**config.mk**
```make
export PLATFORM = sky130hd
export DESIGN_NAME = accumulate_and_dump
export DESIGN_NICKNAME = d
export VERILOG_FILES = /design/src/rtl/accumulate_and_dump.sv
export SDC_FILE = /design/constraint.sdc
export NUM_CORES = 1
export LEC_CHECK = 0
export CAP_MARGIN = 30
export CORE_MARGIN = 1.5
export CORE_UTILIZATION = 50
export CTS_CLUSTER_DIAMETER = 120
export DETAILED_ROUTE_END_ITERATION = 7
export GPL_ROUTABILITY_DRIVEN = 1
export PLACE_DENSITY = 0.72
export SLEW_MARGIN = 0
export SYNTH_ARGS = -nofsm -noshare
export SYNTH_HDL_FRONTEND = slang
export SYNTH_SLANG_ARGS = --single-unit
```
**constraint.sdc**
```tcl
create_clock -name clk -period 7.3 [get_ports clk]
set_input_delay 1.46 -clock clk [delete_from_list [all_inputs] [get_ports clk]]
set_output_delay 1.46 -clock clk [all_outputs]
set_load 0.01 [all_outputs]
```
**src/rtl/accumulate_and_dump.sv**
```systemverilog
// accumulate_and_dump: integrate a signed sample stream over PERIOD-clock
// windows aligned to sync, dumping each window sum with a one-cycle strobe.
// Optional feature macro: ACC_SATURATE_EN (saturating adds + overflow flag).
// Without it, adds wrap modulo 2^OUT_WIDTH and overflow is tied low.
module accumulate_and_dump #(
  parameter int unsigned IN_WIDTH  = 8,
  parameter int unsigned OUT_WIDTH = 24,
  parameter int unsigned PERIOD    = 128
) (
  input  logic                 clk,
  input  logic                 rst,
  input  logic                 sync,
  input  logic [IN_WIDTH-1:0]  din,
  output logic [OUT_WIDTH-1:0] dout,
  output logic                 dout_valid,
  output logic                 overflow
);

  localparam int unsigned CTR_WIDTH = $clog2(PERIOD);
  localparam logic [CTR_WIDTH-1:0] CTR_LAST = CTR_WIDTH'(PERIOD - 1);

  typedef enum logic {
    IDLE = 1'b0,
    RUN  = 1'b1
  } state_t;

  state_t               state;
  state_t               state_nxt;
  logic [CTR_WIDTH-1:0] ctr;
  logic [CTR_WIDTH-1:0] ctr_nxt;
  logic [OUT_WIDTH-1:0] acc;
  logic [OUT_WIDTH-1:0] acc_nxt;
  logic [OUT_WIDTH-1:0] dout_nxt;
  logic                 dout_valid_nxt;

  logic [OUT_WIDTH-1:0] din_ext;
  logic [OUT_WIDTH-1:0] base;
  logic [OUT_WIDTH-1:0] step_sum;
  logic                 win_start;
  logic                 win_last;

  // Sign-extended sample and the running value this step adds onto
  assign din_ext   = OUT_WIDTH'($signed(din));
  assign win_start = (ctr == '0);
  assign win_last  = (ctr == CTR_LAST);
  assign base      = win_start ? '0 : acc;

`ifdef ACC_SATURATE_EN
  localparam logic [OUT_WIDTH-1:0] ACC_MAX = {1'b0, {(OUT_WIDTH-1){1'b1}}};
  localparam logic [OUT_WIDTH-1:0] ACC_MIN = {1'b1, {(OUT_WIDTH-1){1'b0}}};

  logic [OUT_WIDTH:0] sum_wide;
  logic               step_ovf;
  logic               ovf_window;
  logic               ovf_window_nxt;
  logic               overflow_nxt;

  // One-bit-wider add; sign bits disagreeing means the step overflowed
  always_comb begin
    sum_wide = {base[OUT_WIDTH-1], base} + {din_ext[OUT_WIDTH-1], din_ext};
    step_ovf = sum_wide[OUT_WIDTH] ^ sum_wide[OUT_WIDTH-1];
    if (!step_ovf) begin
      step_sum = sum_wide[OUT_WIDTH-1:0];
    end else if (sum_wide[OUT_WIDTH]) begin
      step_sum = ACC_MIN;
    end else begin
      step_sum = ACC_MAX;
    end
  end
`else
  // Plain wrapping add
  assign step_sum = base + din_ext;
`endif

  // Next-state, counter, accumulator and dump decode
  always_comb begin
    state_nxt      = state;
    ctr_nxt        = ctr;
    acc_nxt        = acc;
    dout_nxt       = dout;
    dout_valid_nxt = 1'b0;
`ifdef ACC_SATURATE_EN
    ovf_window_nxt = ovf_window;
    overflow_nxt   = overflow;
`endif
    case (state)
      IDLE: begin
        ctr_nxt = '0;
        if (sync) begin
          state_nxt = RUN;
        end
      end
      RUN: begin
        acc_nxt = step_sum;
`ifdef ACC_SATURATE_EN
        // Sticky within a window; the first step of a window starts clean
        ovf_window_nxt = (win_start ? 1'b0 : ovf_window) | step_ovf;
`endif
        if (sync || win_last) begin
          ctr_nxt = '0;
        end else begin
          ctr_nxt = ctr + CTR_WIDTH'(1);
        end
        // A sync mid-window just restarts the count; only the last sample dumps
        if (win_last) begin
          dout_nxt       = step_sum;
          dout_valid_nxt = 1'b1;
`ifdef ACC_SATURATE_EN
          overflow_nxt   = ovf_window_nxt;
`endif
        end
      end
      default: begin
        state_nxt = IDLE;
        ctr_nxt   = '0;
      end
    endcase
  end

  // State and datapath registers, asynchronously cleared
  always_ff @(posedge clk or posedge rst) begin
    if (rst) begin
      state      <= IDLE;
      ctr        <= '0;
      acc        <= '0;
      dout       <= '0;
      dout_valid <= 1'b0;
    end else begin
      state      <= state_nxt;
      ctr        <= ctr_nxt;
      acc        <= acc_nxt;
      dout       <= dout_nxt;
      dout_valid <= dout_valid_nxt;
    end
  end

`ifdef ACC_SATURATE_EN
  // Window overflow tracking and its reported copy
  always_ff @(posedge clk or posedge rst) begin
    if (rst) begin
      ovf_window <= 1'b0;
      overflow   <= 1'b0;
    end else begin
      ovf_window <= ovf_window_nxt;
      overflow   <= overflow_nxt;
    end
  end
`else
  assign overflow = 1'b0;
`endif

endmodule

```
==> results.py, run 1 <==
metrics = {
    "setup_path": {
        "required_ns": 7.52,
        "endpoint_kind": "flop",
        "endpoint": "acc[23]",
        "start_kind": "primary input",
        "worstPathArrival_ns": 4.60,
        "r2r-start": "ctr[0]",
        "cp_max_fo": 18,
        "crit_path_start": "din[7]",
        "rrSetupSlack_ns": 3.07,
        "r2r_end": "acc[16]",
        "r2r.worst_path.cells": 14,
        "worstSetupPathType": "primary input to flop",
    },
    "power": {
        "p_leak_nw": 1.96,
        "ir_drop_mv": 0.133,
        "total_power_mw": 1.34,
        "power.density_nw_per_um2": 315,
    },
    "outcome": {
        "outcome": "completed",
    },
    "clock_tree": {
        "cts-root-buf": "clkbuf_8",
        "h-tree-depth": 3,
        "clock_path_buffers": 2,
        "post-cts-setup-buffers": 0,
        "cts.sinks": 57,
        "cts_tree": "built",
        "cts_resized": 0,
        "cts.hold.buffers_added": 0,
        "cts.clk_slew.worst_paths_ns": 0.07,
        "cts_inserted_buffers": 9,
        "clock_latency_ns": 0.34,
    },
    "timing": {
        "hold_ws_ns": 0.471,
        "period_minus_slack_ns": 4.39,
        "fmax_mhz": 228,
        "finClkSkew_ns": 0.00942,
        "slew_viol_final": 0,
        "rsz0062_at_grt": "false",
        "worst_slew_pin_slew_ns": 0.898,
        "setup_tns_ns": 0,
        "setup_viol": 0,
        "slew_headroom_pct": 40.1,
        "timing.final.crit_share_pct": 60.1,
        "setup_slack_ns": 2.91,
        "final_hold_viol_count": 0,
    },
    "route": {
        "dr.pass1.iters": 4,
        "drtIter0Drc": 151,
        "drc": 0,
        "wl_mm": 7.36,
        "antenna_left": 0,
        "via_per_inst": 5.47,
        "vias": 2790,
        "routedWlPerCell_um": 14.4,
    },
    "logic_synthesis": {
        "synth_edf_count": 0,
        "syn_area_per_cell_sq_um": 9.55,
        "ys.flop_type": "dfrtp_1",
        "yosysSeqAreaShare_pct": 39.5,
        "synth_seq_cells": 57,
        "synth_top_area_share_pct": 39.5,
        "async_flop_share_pct": 100,
        "syn_inst": 378,
        "synthTopCellsByCount": "dfrtp_1, nand2_1, mux2_2, and2_1, ha_1",
        "ys_types": 50,
        "syn_area_sq_um": 3610,
        "yosys.area.top_type": "dfrtp_1",
        "synth_most_common_cell": "dfrtp_1",
        "ys_warn_count": 0,
        "synth_area_leaders": "dfrtp_1, ha_1, mux2_2",
        "syn-num-nets": 415,
    },
    "placement": {
        "port_buffers": 35,
        "place_hpwl_mm": 5.01,
        "post-place-ws_ns": 2.58,
        "place_congestion": 0.905,
    },
    "layout": {
        "synthToLayoutAreaGrowth_pct": 18.1,
        "nFillCells": 572,
        "n_antenna_cell": 0,
        "final_net_count": 447,
        "fin_util_pct": 62.1,
        "layout-drive-gt1-share_pct": 13.0,
    },
    "die": {
        "start_util_pct": 52.6,
        "die_y_um": 88.0,
        "fp.dieW_um": 88.0,
        "core-area_sq_um": 6870,
        "rows": 30,
        "die_area_sq_um": 7740,
        "ios": 37,
    },
    "global_routing": {
        "grt.total_usage_pct": 21.8,
        "grt_max_degree": 58,
        "grt_pass1_wl_mm": 13.1,
        "grt_pass1_vias": 2837,
        "globalRouteOverflowTotal": 0,
        "grt_antenna_before_repair": 0,
    },
    "flow_run": {
        "drv_cap": 0,
    },
    "min_path": {
        "hold_path_class": "flop to flop",
    },
}
layout make-up:
class / count / area, sq um / share of cell area, %
inverter: 9 / 33.8 / 0.792
sequential: 57 / 1430 / 33.5
clock buffer: 13 / 169 / 3.96
clock inverter: 2 / 60.1 / 1.41
tap: 96 / 120 / 2.82
timing repair buffer: 38 / 373 / 8.74
multi-input combinational: 295 / 2080 / 48.8
cell families (layout without fill, tap and decap cells):
family | after synthesis | after routing | synth area share [%]
adder cells (fa/ha/maj) | 26 | 26 | 9.22
flip-flops | 57 | 57 | 39.5
AND/OR/NAND/NOR | 133 | 133 | 17.3
other | 1 | 1 | 0.104
buffers and inverters | 26 | 62 | 2.81
multiplexers | 27 | 27 | 8.42
XOR/XNOR | 24 | 24 | 5.82
AO/OA/AOI/OAI | 84 | 84 | 16.8
critical path: stages:
cell and delay [ns]:
clkdlybuf4s50_1 0.98, ha_1 0.42, a211oi_1 0.27, nor2_1 0.11, o2111ai_1 0.24, o311ai_2 0.19, o311a_1 0.45, o21ai_1 0.13
or3b_1 0.34
how the worst min path moves through the flow:
| stage | startpoint | to | slack [ns] | cells after the start |
|---|---|---|---|---|
| finish | dout[7] | dout[7] | 0.47 | 2 |
| global route | dout[9] | dout[9] | 0.51 | 2 |
| CTS | dout[7] | dout[7] | 0.48 | 2 |
| detailed placement | dout[7] | dout[7] | 0.46 | 2 |
| global placement | dout[18] | dout[18] | 0.45 | 2 |
| floorplan | ctr[0] | ctr[0] | 0.45 | 1 |
per-stage QoR:
| stage | instances | instance area, sq um |
|---|---|---|
| final | 510 | 4260 |
| after global routing | 510 | 4260 |
| after CTS | 510 | 4260 |
| after detailed placement | 495 | 4040 |
| after global placement | 495 | 4040 |
| after floorplan | 378 | 3610 |
flip-flops by register name, indices dropped and copies added (netlist names):
register and cells:
state 1, ctr 7, dout 24, acc 24, dout_valid 1
routing by layer:
layer | vias up | track usage [%] | part of all wire (%)
met2 | 49 | 33.4 | 45
met4 | 0 | 7.79 | 1.8
li1 | 1404 | - | -
met1 | 1324 | 29.9 | 50
met3 | 13 | 5.75 | 3.2
met5 | - | 0 | 0
layout by cell type, fill, tap and decap left out, drive strengths merged, types with 3 or more instances in the layout:
cell,synthesis,routed
nand3,6,6
xnor2,16,16
a211o,3,3
nor2,24,24
a21oi,23,23
and2,25,25
nor3,5,5
o21ai,15,15
inv,8,8
a31oi,3,3
mux2,27,27
buf,2,3
and3,4,4
a211oi,7,7
clkbuf,15,13
dfrtp,57,57
xor2,8,8
clkdlybuf4s50,0,35
nand2,55,55
a21o,12,12
a221o,3,3
ha,25,25
nand4,3,3
power breakdown:
| group | leakage [nW] | switching (mW) | internal [mW] |
|---|---|---|---|
| logic | 1.19 | 0.314 | 0.272 |
| clock network | 0.116 | 0.124 | 0.219 |
| registers | 0.652 | 0.0294 | 0.387 |
Power figures use the tool's default switching activity.
==> run 2: changes to the inputs <==
Clock period 7.3 ns to 4.3 ns, I/O delays scaled along.
==> results.py, run 2 (synthesis gave the netlist of run 1 again) <==
metrics = {
    "timing": {
        "period_minus_slack_ns": 4.05,
        "setup_viol": 0,
        "finClkSkew_ns": 0.00787,
        "fmax_mhz": 247,
        "rsz0062_at_grt": "false",
        "timing.final.crit_share_pct": 94.1,
        "slew_viol_final": 0,
        "final_hold_viol_count": 0,
        "slew_headroom_pct": 57.9,
        "setup_slack_ns": 0.254,
        "setup_tns_ns": 0,
        "worst_slew_pin_slew_ns": 0.628,
    },
    "layout": {
        "nFillCells": 594,
        "n_antenna_cell": 0,
        "final_net_count": 451,
        "top_regs": "acc: 24 flops, dout: 24 flops, ctr: 7 flops",
        "final_cell_mix": "dfrtp_1, nand2_1, clkdlybuf4s50_1",
        "final_common_cell": "dfrtp_1",
        "fin_util_pct": 62.3,
        "synthToLayoutAreaGrowth_pct": 18.5,
        "layout-drive-gt1-share_pct": 14.1,
    },
    "power": {
        "power.density_nw_per_um2": 520,
        "p_leak_nw": 1.97,
        "ir_drop_mv": 0.240,
    },
    "die": {
        "start_util_pct": 52.6,
        "ios": 37,
        "die_y_um": 88.0,
        "fp.dieW_um": 88.0,
        "rows": 30,
        "core-area_sq_um": 6870,
        "die_area_sq_um": 7740,
    },
    "route": {
        "via_per_inst": 5.57,
        "vias": 2862,
        "antenna_left": 0,
        "drtIter0Drc": 231,
        "routedWlPerCell_um": 15.1,
        "drc": 0,
        "dr.pass1.iters": 4,
        "wl_mm": 7.74,
    },
    "min_path": {
        "min-delay-start": "dout[18]",
        "hold_path_class": "flop to flop",
    },
    "placement": {
        "post-place-ws_ns": 0.320,
        "place_hpwl_mm": 5.47,
        "place_congestion": 0.942,
        "port_buffers": 35,
    },
    "global_routing": {
        "grt.total_usage_pct": 22.4,
        "grt_pass1_wl_mm": 13.4,
        "globalRouteOverflowTotal": 0,
        "grt_antenna_before_repair": 0,
        "grt_max_degree": 30,
        "grt_pass1_vias": 2799,
    },
    "setup_path": {
        "worstSetupPathType": "flop to flop",
        "rrSetupSlack_ns": 0.25,
        "worstPathArrival_ns": 4.26,
        "crit_path_start": "ctr[0]",
        "cp_max_fo": 12,
        "r2r-start": "ctr[0]",
        "start_kind": "flop",
        "endpoint_kind": "flop",
        "required_ns": 4.52,
    },
    "clock_tree": {
        "h-tree-depth": 3,
        "cts_inserted_buffers": 9,
        "cts.hold.buffers_added": 0,
        "cts.clk_slew.worst_paths_ns": 0.07,
        "clock_path_buffers": 2,
        "post-cts-setup-buffers": 0,
        "cts-root-buf": "clkbuf_8",
        "clock_latency_ns": 0.34,
        "cts_tree": "built",
        "cts.sinks": 57,
        "cts_resized": 0,
    },
    "flow_run": {
        "drv_cap": 0,
    },
    "outcome": {
        "outcome": "completed",
    },
}
[run 2: cell count changes in the layout (fill, tap and decap cells not counted)]
cell,delta
clkinvlp_4,+1
clkinv_2,+2
clkinv_4,+1
clkbuf_1,-1
buf_16,+1
clkbuf_8,-2
buf_4,+3
bufinv_16,-1
[run 2: path summary, 6_finish.rpt]
| kind | endpoint | cells past startpoint |
|---|---|---|
| worst min-delay path | dout[18] | 2 |
| worst max register to register | acc[20] | 14 |
| worst max-delay path | acc[20] | 14 |
| max in group asynchronous | ctr[3] | 4 |
| min in group asynchronous | dout_valid | 2 |
| worst min register to register | dout[18] | 2 |
[run 2: worst max-delay path, cell delays in order (launching register included)]
cell and delay [ns]:
dfrtp_1 0.40, inv_1 0.06, ha_1 0.13, nor4b_1 0.27
nand2_1 0.33, and2_1 0.28, ha_1 0.22, fa_1 0.43
a21o_1 0.20, a221o_1 0.43, a221oi_4 0.38, o21ba_2 0.23
o21ai_1 0.10, xor2_1 0.17, mux2_2 0.28
[run 2: final cells by class]
class | count | area, sq um | area share (%)
inverters | 9 | 33.8 | 0.789
flip-flops and latches | 57 | 1430 | 33.3
well taps | 96 | 120 | 2.81
multi-input cells | 295 | 2080 | 48.7
clock buffers | 10 | 138 | 3.22
repair buffers | 42 | 423 | 9.88
clock inverters | 5 | 56.3 | 1.32
[run 2: through the flow]
stage	total power, mW	std cells	hold slack (ns)	cell area [sq um]
floorplan	1.51	378	0.447	3610
global placement	1.68	498	0.456	4060
detailed placement	1.71	499	0.462	4090
CTS	2.23	514	0.479	4280
global route	2.39	514	0.500	4280
finish	2.23	514	0.472	4280
[run 2: report_power, final]
| group | internal (mW) | switching [mW] |
|---|---|---|
| combinational | 0.468 | 0.541 |
| sequential | 0.657 | 0.0517 |
| clock | 0.279 | 0.230 |
| total | 1.40 | 0.823 |
[run 2: metal layers]
metal	up-vias	global-route usage [%]	routed length, um
li1	1412	-	-
met1	1390	31.9	3730
met3	7	5.00	310
met2	53	33.9	3630
met4	0	6.93	65
met5	-	0	0
==> run 3: changes to the inputs <==
Settings changed: CORE_UTILIZATION 50 to 40, PLACE_DENSITY 0.72 to unset.
==> results.py, run 3 (synthesis gave the netlist of run 1 again) <==
metrics = {
    "clock_tree": {
        "cts.hold.buffers_added": 0,
        "clock_path_buffers": 2,
        "cts.sinks": 57,
        "cts_resized": 0,
        "cts-root-buf": "clkbuf_8",
        "h-tree-depth": 3,
        "cts_inserted_buffers": 9,
        "post-cts-setup-buffers": 0,
        "cts_tree": "built",
        "cts.clk_slew.worst_paths_ns": 0.07,
        "clock_latency_ns": 0.35,
    },
    "timing": {
        "slew_viol_final": 0,
        "final_hold_viol_count": 0,
        "worst_slew_pin_slew_ns": 0.673,
        "finClkSkew_ns": 0.00836,
        "setup_viol": 0,
        "hold_ws_ns": 0.473,
        "timing.final.crit_share_pct": 87.8,
        "slew_headroom_pct": 54.9,
        "setup_tns_ns": 0,
        "period_minus_slack_ns": 3.77,
        "rsz0062_at_grt": "false",
        "fmax_mhz": 265,
    },
    "route": {
        "drtIter0Drc": 105,
        "vias": 2775,
        "antenna_left": 0,
        "routedWlPerCell_um": 15.2,
        "dr.pass1.iters": 4,
        "drc": 0,
        "wl_mm": 7.98,
        "via_per_inst": 5.29,
    },
    "placement": {
        "placed_cells": 510,
        "place_hpwl_mm": 5.54,
        "place_area_sq_um": 4070,
        "place_congestion": 0.884,
        "port_buffers": 35,
    },
    "die": {
        "fp.dieW_um": 98.0,
        "rows": 34,
        "die_y_um": 98.0,
        "ios": 37,
        "core-area_sq_um": 8720,
        "die_area_sq_um": 9600,
        "start_util_pct": 41.4,
    },
    "flow_run": {
        "drv_cap": 0,
    },
    "setup_path": {
        "start_kind": "flop",
        "cp_max_fo": 8,
        "worstPathArrival_ns": 4.01,
        "slowest_stage": "a221o_1",
        "rrSetupSlack_ns": 0.53,
        "worstSetupPathType": "flop to flop",
        "cp_cell_sequence": "inv_1, ha_1, nor4b_1, nand2_1, and2_1, ha_1, fa_1, a21o_1, a221o_1, a221oi_4, a21oi_2, a31oi_1, xnor2_1, mux2_2",
        "required_ns": 4.53,
        "crit_path_frequent_cell": "ha_1",
        "endpoint_kind": "flop",
        "critPathMaxStageDelay_ns": 0.43,
    },
    "global_routing": {
        "grt_pass1_wl_mm": 13.6,
        "globalRouteOverflowTotal": 0,
        "grt_pass1_vias": 2701,
        "grt_antenna_before_repair": 0,
        "grt_max_degree": 31,
        "grt.total_usage_pct": 17.7,
    },
    "layout": {
        "multi_input_area_sq_um": 2080,
        "seq_area_sq_um": 1430,
        "final_area_sq_um": 4300,
        "final_common_cell": "dfrtp_1",
        "nFillCells": 802,
        "fin_util_pct": 49.3,
        "n_antenna_cell": 0,
        "stdcell_count": 525,
        "top_regs": "acc: 24 flops, dout: 24 flops, ctr: 7 flops",
        "final_net_count": 450,
        "synthToLayoutAreaGrowth_pct": 19.2,
        "final_cell_mix": "dfrtp_1, nand2_1, clkdlybuf4s50_1",
        "layout-drive-gt1-share_pct": 13.7,
    },
    "outcome": {
        "outcome": "completed",
    },
    "power": {
        "ir_drop_mv": 0.193,
        "power.internal_mw": 1.49,
        "p_comb_share_pct": 43.5,
        "clkPwrFrac_pct": 25.8,
        "power.density_nw_per_um2": 536,
        "swShare_pct": 35.3,
        "netSwitchingPower_uw": 814,
        "seqPwrFrac_pct": 30.7,
        "p_leak_nw": 1.98,
    },
    "min_path": {
        "hold_path_class": "flop to flop",
    },
}
-- run 3: worst paths after layout --
check / startpoint / endpoint / depth (start not counted)
setup / recovery: ctr[0] / acc[16] / 14
hold / removal: dout[5] / dout[5] / 2
setup reg to reg: ctr[0] / acc[16] / 14
hold reg to reg: dout[5] / dout[5] / 2
max in group asynchronous: rst / acc[13] / 3
min in group asynchronous: rst / dout_valid / 2
-- run 3: layer usage --
metal	vias to the layer above	global-route usage [%]	wire length (um)
met5	-	0	0
li1	1406	-	-
met3	12	2.72	226
met1	1309	26.1	4170
met4	0	7.25	135
met2	48	25.9	3440
-- run 3: power by group through the flow --
stage | combinational [mW] | sequential, mW | clock [mW]
after detailed placement | 0.991 | 0.718 | 0
after floorplan | 0.809 | 0.701 | 0
after CTS | 1.00 | 0.709 | 0.605
after global placement | 0.980 | 0.713 | 0
final | 1.00 | 0.709 | 0.594
after global routing | 1.12 | 0.723 | 0.625
-- run 3: area by class of cell --
cell class                      instances  share of cell area (%)
Timing Repair Buffer                   41                    9.19
Multi-Input combinational cell        295                    48.4
Tap cell                              108                    3.14
Sequential cell                        57                    33.2
Clock buffer                           13                    3.93
Clock inverter                          2                    1.40
Inverter                                9                   0.785
-- run 3: metrics by stage --
stage	setup slack (ns)	total power, mW
CTS	0.504	2.31
global placement	0.533	1.69
finish	0.526	2.31
detailed placement	0.479	1.71
global route	0.295	2.47
floorplan	0.781	1.51
-- run 3: critical path: cells and delay by family, from the launching register on --
| family | cells | cell delay [ns] |
|---|---|---|
| AO/OA/AOI/OAI | 5 | 1.34 |
| adder cells (fa/ha/maj) | 3 | 0.77 |
| AND/OR/NAND/NOR | 3 | 0.69 |
| flip-flops | 1 | 0.40 |
| multiplexers | 1 | 0.27 |
| XOR/XNOR | 1 | 0.11 |
| buffers and inverters | 1 | 0.06 |
